### config.mk
export PLATFORM = sky130hd
export DESIGN_NAME = dec_output_buffer
export DESIGN_NICKNAME = d
export VERILOG_FILES = /design/src/rtl/dec_output_buffer_pkg.sv /design/src/rtl/dec_output_buffer_sync_fifo.sv /design/src/rtl/dec_output_buffer.sv
export SDC_FILE = /design/constraint.sdc
export NUM_CORES = 1
export LEC_CHECK = 0
export BUFFER_PORTS_ARGS = -buffer_cell sky130_fd_sc_hd__clkbuf_2
export CORE_ASPECT_RATIO = 0.75
export CORE_UTILIZATION = 52
export CTS_CLUSTER_SIZE = 10
export DETAILED_ROUTE_END_ITERATION = 7
export PLACE_DENSITY_LB_ADDON = 0.3
export SETUP_SLACK_MARGIN = 0.5
export SLEW_MARGIN = 20
export SYNTH_ARGS = -nofsm -noshare
export SYNTH_HDL_FRONTEND = slang
export SYNTH_SLANG_ARGS = --single-unit
export TNS_END_PERCENT = 30
### constraint.sdc
create_clock -name clk_sys -period 7.7 [get_ports clk_sys]
set_input_delay 1.925 -clock clk_sys [delete_from_list [all_inputs] [get_ports clk_sys]]
set_output_delay 1.925 -clock clk_sys [all_outputs]
set_load 0.05 [all_outputs]
### src/rtl/dec_output_buffer_pkg.sv
// rtl/dec_output_buffer_pkg.sv - shared constants and types for the decrypted-character output buffer
package dec_output_buffer_pkg;

    localparam logic [7:0] TERM_CHAR_DEF = 8'hFA;

    typedef enum logic {
        ST_IDLE   = 1'b0,
        ST_IN_MSG = 1'b1
    } msg_state_t;

    // Occupancy must represent 0..depth inclusive, hence one bit beyond the pointer width.
    function automatic int level_w(input int depth);
        return $clog2(depth) + 1;
    endfunction

endpackage

### src/rtl/dec_output_buffer_sync_fifo.sv
// rtl/dec_output_buffer_sync_fifo.sv - single-clock show-ahead FIFO with occupancy count
module dec_output_buffer_sync_fifo
    import dec_output_buffer_pkg::*;
#(
    parameter int WIDTH = 9,
    parameter int DEPTH = 16,
    localparam int AW = $clog2(DEPTH),
    localparam int LW = level_w(DEPTH)
) (
    input  logic             clk,
    input  logic             rst_n,
    input  logic             push,
    input  logic [WIDTH-1:0] wdata,
    input  logic             pop,
    output logic [WIDTH-1:0] rdata,
    output logic             full,
    output logic             empty,
    output logic [LW-1:0]    level
);

    logic [WIDTH-1:0] mem [DEPTH];
    logic [AW-1:0]    wr_ptr;
    logic [AW-1:0]    rd_ptr;
    logic [LW-1:0]    count;
    logic             push_ok;
    logic             pop_ok;

    // full is the pre-pop view, so a push into a full FIFO is refused even alongside a pop.
    assign full    = (count == LW'(DEPTH));
    assign empty   = (count == '0);
    assign push_ok = push && !full;
    assign pop_ok  = pop && !empty;
    assign rdata   = mem[rd_ptr];
    assign level   = count;

    // Storage is cleared on reset so the head reads as zero straight out of reset.
    always_ff @(posedge clk or negedge rst_n) begin
        if (!rst_n) begin
            for (int i = 0; i < DEPTH; i++) begin
                mem[i] <= '0;
            end
            wr_ptr <= '0;
            rd_ptr <= '0;
            count  <= '0;
        end else begin
            if (push_ok) begin
                mem[wr_ptr] <= wdata;
                wr_ptr      <= wr_ptr + AW'(1);
            end
            if (pop_ok) begin
                rd_ptr <= rd_ptr + AW'(1);
            end
            case ({push_ok, pop_ok})
                2'b10:   count <= count + LW'(1);
                2'b01:   count <= count - LW'(1);
                default: count <= count;
            endcase
        end
    end

endmodule

### src/rtl/dec_output_buffer.sv
// rtl/dec_output_buffer.sv - buffers decrypted characters and frames them into terminator-delimited messages
module dec_output_buffer
    import dec_output_buffer_pkg::*;
#(
    parameter int                DEPTH     = 16,
    parameter int                DWIDTH    = 8,
    parameter logic [DWIDTH-1:0] TERM_CHAR = TERM_CHAR_DEF,
    parameter int                LEN_W     = 16
) (
    input  logic                       clk_sys,
    input  logic                       rst_n,
    input  logic [DWIDTH-1:0]          data_i,
    input  logic                       valid_i,
    output logic [DWIDTH-1:0]          data_o,
    output logic                       last_o,
    output logic                       valid_o,
    input  logic                       ready_i,
    output logic                       full,
    output logic [level_w(DEPTH)-1:0]  level,
    output logic                       msg_done,
    output logic [LEN_W-1:0]           msg_len,
    output logic                       msg_err,
    output logic                       overflow,
    input  logic                       clr_ovf
);

    msg_state_t        state, state_next;
    logic [LEN_W-1:0]  len_cnt, len_next;
    logic              err_flag, err_next;
    logic              close_msg;
    logic              is_term;
    logic              stray_term;
    logic              accept;
    logic              drop;
    logic              empty;
    logic [DWIDTH:0]   head;

    assign is_term = (data_i == TERM_CHAR);
    // A terminator with no open message is discarded without touching the FIFO or overflow.
    assign stray_term = (state == ST_IDLE) && is_term;
    assign accept     = valid_i && !full && !stray_term;
    assign drop       = valid_i && full && !stray_term;

    dec_output_buffer_sync_fifo #(
        .WIDTH (DWIDTH + 1),
        .DEPTH (DEPTH)
    ) u_fifo (
        .clk   (clk_sys),
        .rst_n (rst_n),
        .push  (accept),
        .wdata ({is_term, data_i}),
        .pop   (ready_i),
        .rdata (head),
        .full  (full),
        .empty (empty),
        .level (level)
    );

    assign valid_o = !empty;
    assign data_o  = head[DWIDTH-1:0];
    assign last_o  = head[DWIDTH];

    always_ff @(posedge clk_sys or negedge rst_n) begin
        if (!rst_n) begin
            state    <= ST_IDLE;
            len_cnt  <= '0;
            err_flag <= 1'b0;
        end else begin
            state    <= state_next;
            len_cnt  <= len_next;
            err_flag <= err_next;
        end
    end

    always_comb begin
        state_next = state;
        len_next   = len_cnt;
        err_next   = err_flag;
        close_msg  = 1'b0;
        case (state)
            ST_IDLE: begin
                if (valid_i && !is_term) begin
                    state_next = ST_IN_MSG;
                    len_next   = accept ? LEN_W'(1) : '0;
                    err_next   = drop;
                end
            end
            ST_IN_MSG: begin
                if (valid_i && !is_term) begin
                    if (accept && (len_cnt != '1)) begin
                        len_next = len_cnt + LEN_W'(1);
                    end
                    if (drop) begin
                        err_next = 1'b1;
                    end
                end else if (valid_i) begin
                    close_msg  = 1'b1;
                    state_next = ST_IDLE;
                    len_next   = '0;
                    err_next   = 1'b0;
                end
            end
            default: state_next = ST_IDLE;
        endcase
    end

    // A dropped terminator still closes the message; its loss is folded into msg_err.
    always_ff @(posedge clk_sys or negedge rst_n) begin
        if (!rst_n) begin
            msg_done <= 1'b0;
            msg_len  <= '0;
            msg_err  <= 1'b0;
        end else begin
            msg_done <= close_msg;
            if (close_msg) begin
                msg_len <= len_cnt;
                msg_err <= err_flag | drop;
            end
        end
    end

    always_ff @(posedge clk_sys or negedge rst_n) begin
        if (!rst_n) begin
            overflow <= 1'b0;
        end else if (drop) begin
            overflow <= 1'b1;
        end else if (clr_ovf) begin
            overflow <= 1'b0;
        end
    end

endmodule

# Word level (Yosys, flattened, before mapping)
# Cells that the tools add are included.
classes:
  bitwise: 4
  n_reduce_logical: 19
  muxes: 27
  n_eq_ne: 9
  order_cmp: 3
  add_sub_neg: 5
op_table:
  columns: ["operator", "n"]
  rows:
  - ["144-bit bitwise mux", 1]
  - ["16-bit 2-to-1 mux", 4]
  - ["9-bit binary-select mux with 4-bit select", 1]
  - ["9-bit demux with 4-bit select", 1]
  - ["16-bit case mux with 2 select lines", 1]
  - ["9-bit 2-to-1 mux", 3]
  - ["16-bit by 1-bit adder with 16-bit output, second input constant", 1]
  - ["16-bit != test, second input constant", 1]
  - ["1-bit 2-to-1 mux", 13]
  - ["5-bit >= comparator, second input constant", 2]
  - ["1-bit logical AND", 10]
  - ["4-bit inverter with 5-bit output", 2]
  - ["5-bit case mux with 2 select lines", 1]
  - ["4-bit by 1-bit adder with 4-bit output, second input constant", 2]
  - ["8-bit == test, second input constant", 1]
  - ["3-bit by 2-bit != test with 1-bit output, second input constant", 2]
  - ["3-bit AND reduction", 2]
  - ["5-bit by 1-bit adder with 5-bit output, second input constant", 1]
  - ["5-bit == test, second input constant", 1]
  - ["5-bit logical NOT", 1]
  - ["5-bit by 1-bit less-than comparator with 1-bit output, second input constant", 1]
  - ["5-bit by 1-bit subtractor with 5-bit output, second input constant", 1]
  - ["1-bit logical NOT", 4]
  - ["1-bit case mux with 2 select lines", 2]
  - ["other kinds (7)", 8]
totals:
  ff_bits: 194
  inputBits: 13
  wordCells: 93
  out_inout_bits: 35

# Depth between registers and ports, before layout
logic_depth:
  ltp_word: 8
  depth_mapped: 13
  mapped_depth_nobuf: 12

# Cells and area by module
# A second synthesis with hierarchy kept.
unflattened:
  cells_unflattened: 690
  area_unflattened_um2: 9242.6
modules_own_cells:
  columns: ["module", "area_each_um2", "cells_each", "seq_area_each_um2", "instances"]
  rows:
  - ["dec_output_buffer_sync_fifo", 7353.3, 518, 3928.8, 1]
  - ["dec_output_buffer", 1889.3, 172, 925.9, 1]

# Worst setup path after synthesis
# OpenSTA, ideal clock, no wires.
synth_path:
  kind: "input-to-reg"
  from: "in data_i[2]"
  to: "reg u_fifo.count[4], in the netlist u_fifo.level[4]"
  n_path_buf: 1
  setup_time_ps: 144
  arrival_time_ps: 4222
  stages: 13
  setup_slack_ps: 3334
  required_ps: 7556
  path_cell_list: "and4bb_1 > nand2_2 > o211a_1 > buf_6 > inv_1 > ha_1 > inv_1 > fa_1 > nor2b_1 > o21ai_0 > nand3_1 > or3b_2 > xnor2_1"
synth_via:
  elab_chain_cells: 7
  word_cells_on_any_way: 9
  cone_classes: "3 x eq/ne; 1 x mux; 5 x reduce/logical"
synth_rtl:
  columns: ["item", "line_no", "source"]
  rows:
  - ["start, declared", "dec_output_buffer.sv:12", "input logic [DWIDTH-1:0] data_i,"]
  - ["8-bit == test (*)", "dec_output_buffer.sv:38", "assign is_term = (data_i == TERM_CHAR);"]
  - ["1-bit logical AND (*)", "dec_output_buffer.sv:40", "assign stray_term = (state == ST_IDLE) && is_term;"]
  - ["1-bit logical NOT (*)", "dec_output_buffer.sv:41", "assign accept = valid_i && !full && !stray_term;"]
  - ["1-bit logical AND (*)", "dec_output_buffer.sv:41", null]
  - ["1-bit logical AND (*)", "dec_output_buffer_sync_fifo.sv:31", "assign push_ok = push && !full;"]
  - ["2-bit by 1-bit == test with 1-bit output / 2-bit == test (equally long branches)", "dec_output_buffer_sync_fifo.sv:53", "case ({push_ok, pop_ok})"]
  - ["5-bit case mux with 2 select lines / 2-bit nonzero test (equally long branches)", null, null]
  - ["end signal, assigned", "dec_output_buffer_sync_fifo.sv:54", "2'b10: count <= count + LW'(1);"]
  - ["end signal, assigned", "dec_output_buffer_sync_fifo.sv:55", "2'b01: count <= count - LW'(1);"]
  - ["end signal, assigned", "dec_output_buffer_sync_fifo.sv:56", "default: count <= count;"]
  - ["end, declared", "dec_output_buffer_sync_fifo.sv:24", "logic [LW-1:0] count;"]
# Mark *: on every way between the ends. The rest lies on a longest branch, timed or not.
# A chain may end at the register's enable or synchronous reset.

# Final worst setup path
layout_path:
  from: "reg u_fifo.rd_ptr[0]"
  to: "out data_o[2]"
layout_via:
  elab_chain_cells: 4
layout_rtl:
  columns: ["item", "line_no", "source"]
  rows:
  - ["start, declared", "dec_output_buffer_sync_fifo.sv:23", "logic [AW-1:0] rd_ptr;"]
  - ["start signal, assigned", "dec_output_buffer_sync_fifo.sv:51", "rd_ptr <= rd_ptr + AW'(1);"]
  - ["4-bit inverter with 5-bit output (implied by the code)", "dec_output_buffer_sync_fifo.sv:33", "assign rdata = mem[rd_ptr];"]
  - ["9-bit binary-select mux with 4-bit select", "dec_output_buffer_sync_fifo.sv:33", null]
  - ["9-bit 2-to-1 mux (implied by the code) (2 in series)", "dec_output_buffer_sync_fifo.sv:33", null]
  - ["end, declared", "dec_output_buffer.sv:14", "output logic [DWIDTH-1:0] data_o,"]
# No other way between the ends. The select of a mux whose other input is x is not followed.

==> results.py <==
metrics = {
    "run": {
        "drv_cap": 0,
    },
    "cells_and_area": {
        "antenna_cells": 0,
        "areaGrowthSynthToFinish_pct": 8.34,
        "fillCellCount": 1374,
        "drive_above_1_share_pct": 40.6,
        "final_nets": 676,
    },
    "detailed_routing": {
        "ant_nets": 0,
        "drc": 0,
        "wl_per_cell_um": 23.0,
        "drtIter0Drc": 377,
        "drt_pass1_iterations": 5,
        "viasPerCell": 6.07,
        "vias": 5510,
        "wl_mm": 20.8,
    },
    "global_routing": {
        "grt_util_all_layers_pct": 23.3,
        "grt_pass1_wl_mm": 33.5,
        "grt_pass1_vias": 5758,
        "grt_max_degree": 126,
        "antenna_found_initial": 0,
        "grt_overflow_total": 0,
    },
    "logic_synthesis": {
        "synth_cells": 633,
        "yosys.area.top_type": "dfrtp_1",
        "syn_area_per_cell_um2": 15.3,
        "synth-edff-count": 0,
        "seq_area_frac_synth_pct": 50.0,
        "ys_ff_latch": 194,
        "yosys-top-cells-count": "dfrtp_1 (194), mux2_4 (132), mux4_2 (45), nand2_1 (29), mux2_1 (28)",
        "synth_cell_types": 48,
        "synth_most_common_cell": "dfrtp_1",
        "synth.top_cell.area_share_pct": 50.0,
        "synthArstFlopShare_pct": 100,
        "ys_warn_count": 0,
        "synthFlopType": "dfrtp_1",
        "syn_area_mm2": 0.00971,
        "synth_fp_nets": 657,
        "ys_top_cells_by_area": "dfrtp_1 (50%), mux2_4 (20%), mux4_2 (10%), mux2_1 (3.2%), buf_6 (2.1%)",
    },
    "placement": {
        "gp_congestion": 0.781,
        "pre_cts_ws_ns": 2.67,
        "hpwl_mm": 12.7,
        "port_buffers": 47,
    },
    "clocking": {
        "clk_latency_ns": 0.44,
        "path_clk_slew_ns": 0.07,
        "numCtsBuffers": 17,
        "ctsLongestPathBuffers": 2,
        "cts_setup_buffers": 0,
        "ctsHoldBuffers": 0,
        "root_buffer": "clkbuf_16",
        "cts.sinks": 194,
        "cts_tree": "yes",
        "cts_resized": 0,
        "h-tree-depth": 4,
    },
    "worst_setup_path": {
        "critPathCaptureType": "primary output",
        "setup.worst_path.start_class": "flop",
        "crit_required_ns": 5.78,
        "path_max_fanout": 39,
        "critPathKind": "reg -> out",
        "crit_arrival_ns": 2.84,
    },
    "timing": {
        "fin_crit_sh_pct": 61.8,
        "worst_pin_slew_ns": 1.03,
        "relSlewSlack_pct": 31.5,
        "fin_crit_ns": 4.76,
        "timing.fmax_ghz": 0.210,
        "finalHoldViolations": 0,
        "setup_viol": 0,
        "rsz0062_at_grt": "no",
        "fin_ws_ns": 2.94,
        "slew_viol_final": 0,
        "setup_tns_ns": 0,
        "fin_skew_ns": 0.00810,
    },
    "floorplan": {
        "num_rows": 42,
        "fp.dieW_um": 160,
        "core_mm2": 0.0180,
        "start_util_pct": 54.0,
        "die-area_mm2": 0.0192,
        "die_h_um": 120,
        "ios": 48,
    },
    "power_and_ir_drop": {
        "leakage_nw": 4.80,
        "irDropWorstVdd_v": 0.000206,
        "p_per_area_mw_per_mm2": 426,
    },
    "worst_hold_path": {
        "worstHoldPathType": "reg -> reg",
    },
    "outcome": {
        "status": "completed",
    },
}
cell families (layout without fill, tap and decap cells):
family | count (synthesis) | in the layout | share of synthesized area (%)
buf+inv | 65 | 97 | 4.00
compound gates | 40 | 40 | 2.95
fa+ha+maj | 11 | 11 | 1.50
mux | 209 | 209 | 34.5
flops | 194 | 194 | 50.0
simple gates | 104 | 104 | 6.11
xor+xnor | 10 | 10 | 0.902
placed cells by master, fill, tap and decap left out, drive strengths merged, types with 2 or more instances in the layout:
| cell type | synthesis | routed |
|---|---|---|
| ha | 10 | 10 |
| mux4 | 45 | 45 |
| mux2 | 162 | 162 |
| a21oi | 4 | 4 |
| a22oi | 2 | 2 |
| inv | 14 | 24 |
| dfrtp | 194 | 194 |
| mux2i | 2 | 2 |
| nor4 | 2 | 2 |
| buf | 27 | 4 |
| a22o | 3 | 3 |
| clkinvlp | 0 | 3 |
| or4 | 11 | 11 |
| o21ai | 8 | 8 |
| clkinv | 0 | 2 |
| or3 | 2 | 2 |
| clkbuf | 24 | 64 |
| xnor2 | 7 | 7 |
| nand4 | 6 | 6 |
| o311ai | 4 | 4 |
| nor2b | 3 | 3 |
| nor2 | 8 | 8 |
| and2 | 3 | 3 |
| xor2 | 3 | 3 |
| nand2 | 31 | 31 |
| and3 | 13 | 13 |
| and4 | 5 | 5 |
| nand3 | 16 | 16 |
| o211ai | 14 | 14 |
state kept, by name, indices dropped and copies added, names as in the netlist:
signal and cells:
state 1, u_fifo.level 5, msg_done 1, overflow 1, u_fifo.rd_ptr 4, msg_len 16
msg_err 1, err_flag 1, u_fifo.wr_ptr 4, len_cnt 16, u_fifo.mem 144
through the flow:
stage / cells / hold slack [ns] / total power [mW] / utilization (%) / area [um2]
2_1_floorplan: 633 / 0.453 / 3.20 / - / 9710
3_3_place_gp: 875 / 0.463 / 3.55 / 55.4 / 9950
3_5_place_dp: 875 / 0.474 / 3.62 / 55.4 / 9950
4_1_cts: 907 / 0.491 / 4.50 / 58.5 / 10500
5_1_grt: 907 / 0.504 / 4.70 / 58.5 / 10500
6_report: 907 / 0.486 / 4.48 / 58.5 / 10500
metal layers:
layer  vias up  part of all wire (%)  track usage [%]  wire length (um)
li1       2380                     -                -                 -
met1      2957                    47             33.1              9690
met2       141                    47             35.9              9720
met3        32                   5.1             5.39              1060
met4         0                   1.8             7.38               370
met5         -                     0                0                 0
where the power goes:
part           total, mW  switching [mW]  internal, mW
logic               1.91           0.916         0.989
clock network      0.858           0.427         0.430
registers           1.72           0.308          1.41
worst paths after layout:
path | from | to | slack, ns | depth (start not counted)
max | u_fifo.rd_ptr[0] | data_o[2] | 2.94 | 4
min | msg_len[1] | msg_len[1] | 0.49 | 1
max reg2reg | u_fifo.level[0] | u_fifo.level[4] | 4.38 | 12
min reg2reg | msg_len[1] | msg_len[1] | 0.49 | 1
max in group asynchronous | rst_n | u_fifo.mem[15] | 4.57 | 2
min in group asynchronous | rst_n | msg_len[7] | 1.63 | 1
worst max-delay path, cell delays in order (launching register included):
cell	delay [ns]
dfrtp_2	0.35
buf_4	0.60
mux4_2	0.61
mux4_2	0.53
clkbuf_2	0.27
layout make-up:
type                    instances  area, um2  share of cell area [%]
well taps                     242        303                    2.88
clock buffers                  17        425                    4.04
multi-input cells             374       4470                    42.5
flip-flops and latches        194       4860                    46.2
inverters                      14       52.6                   0.500
clock inverters                15        141                    1.34
repair buffers                 51        274                    2.61
Note: power is estimated with default switching activity, not from simulation.
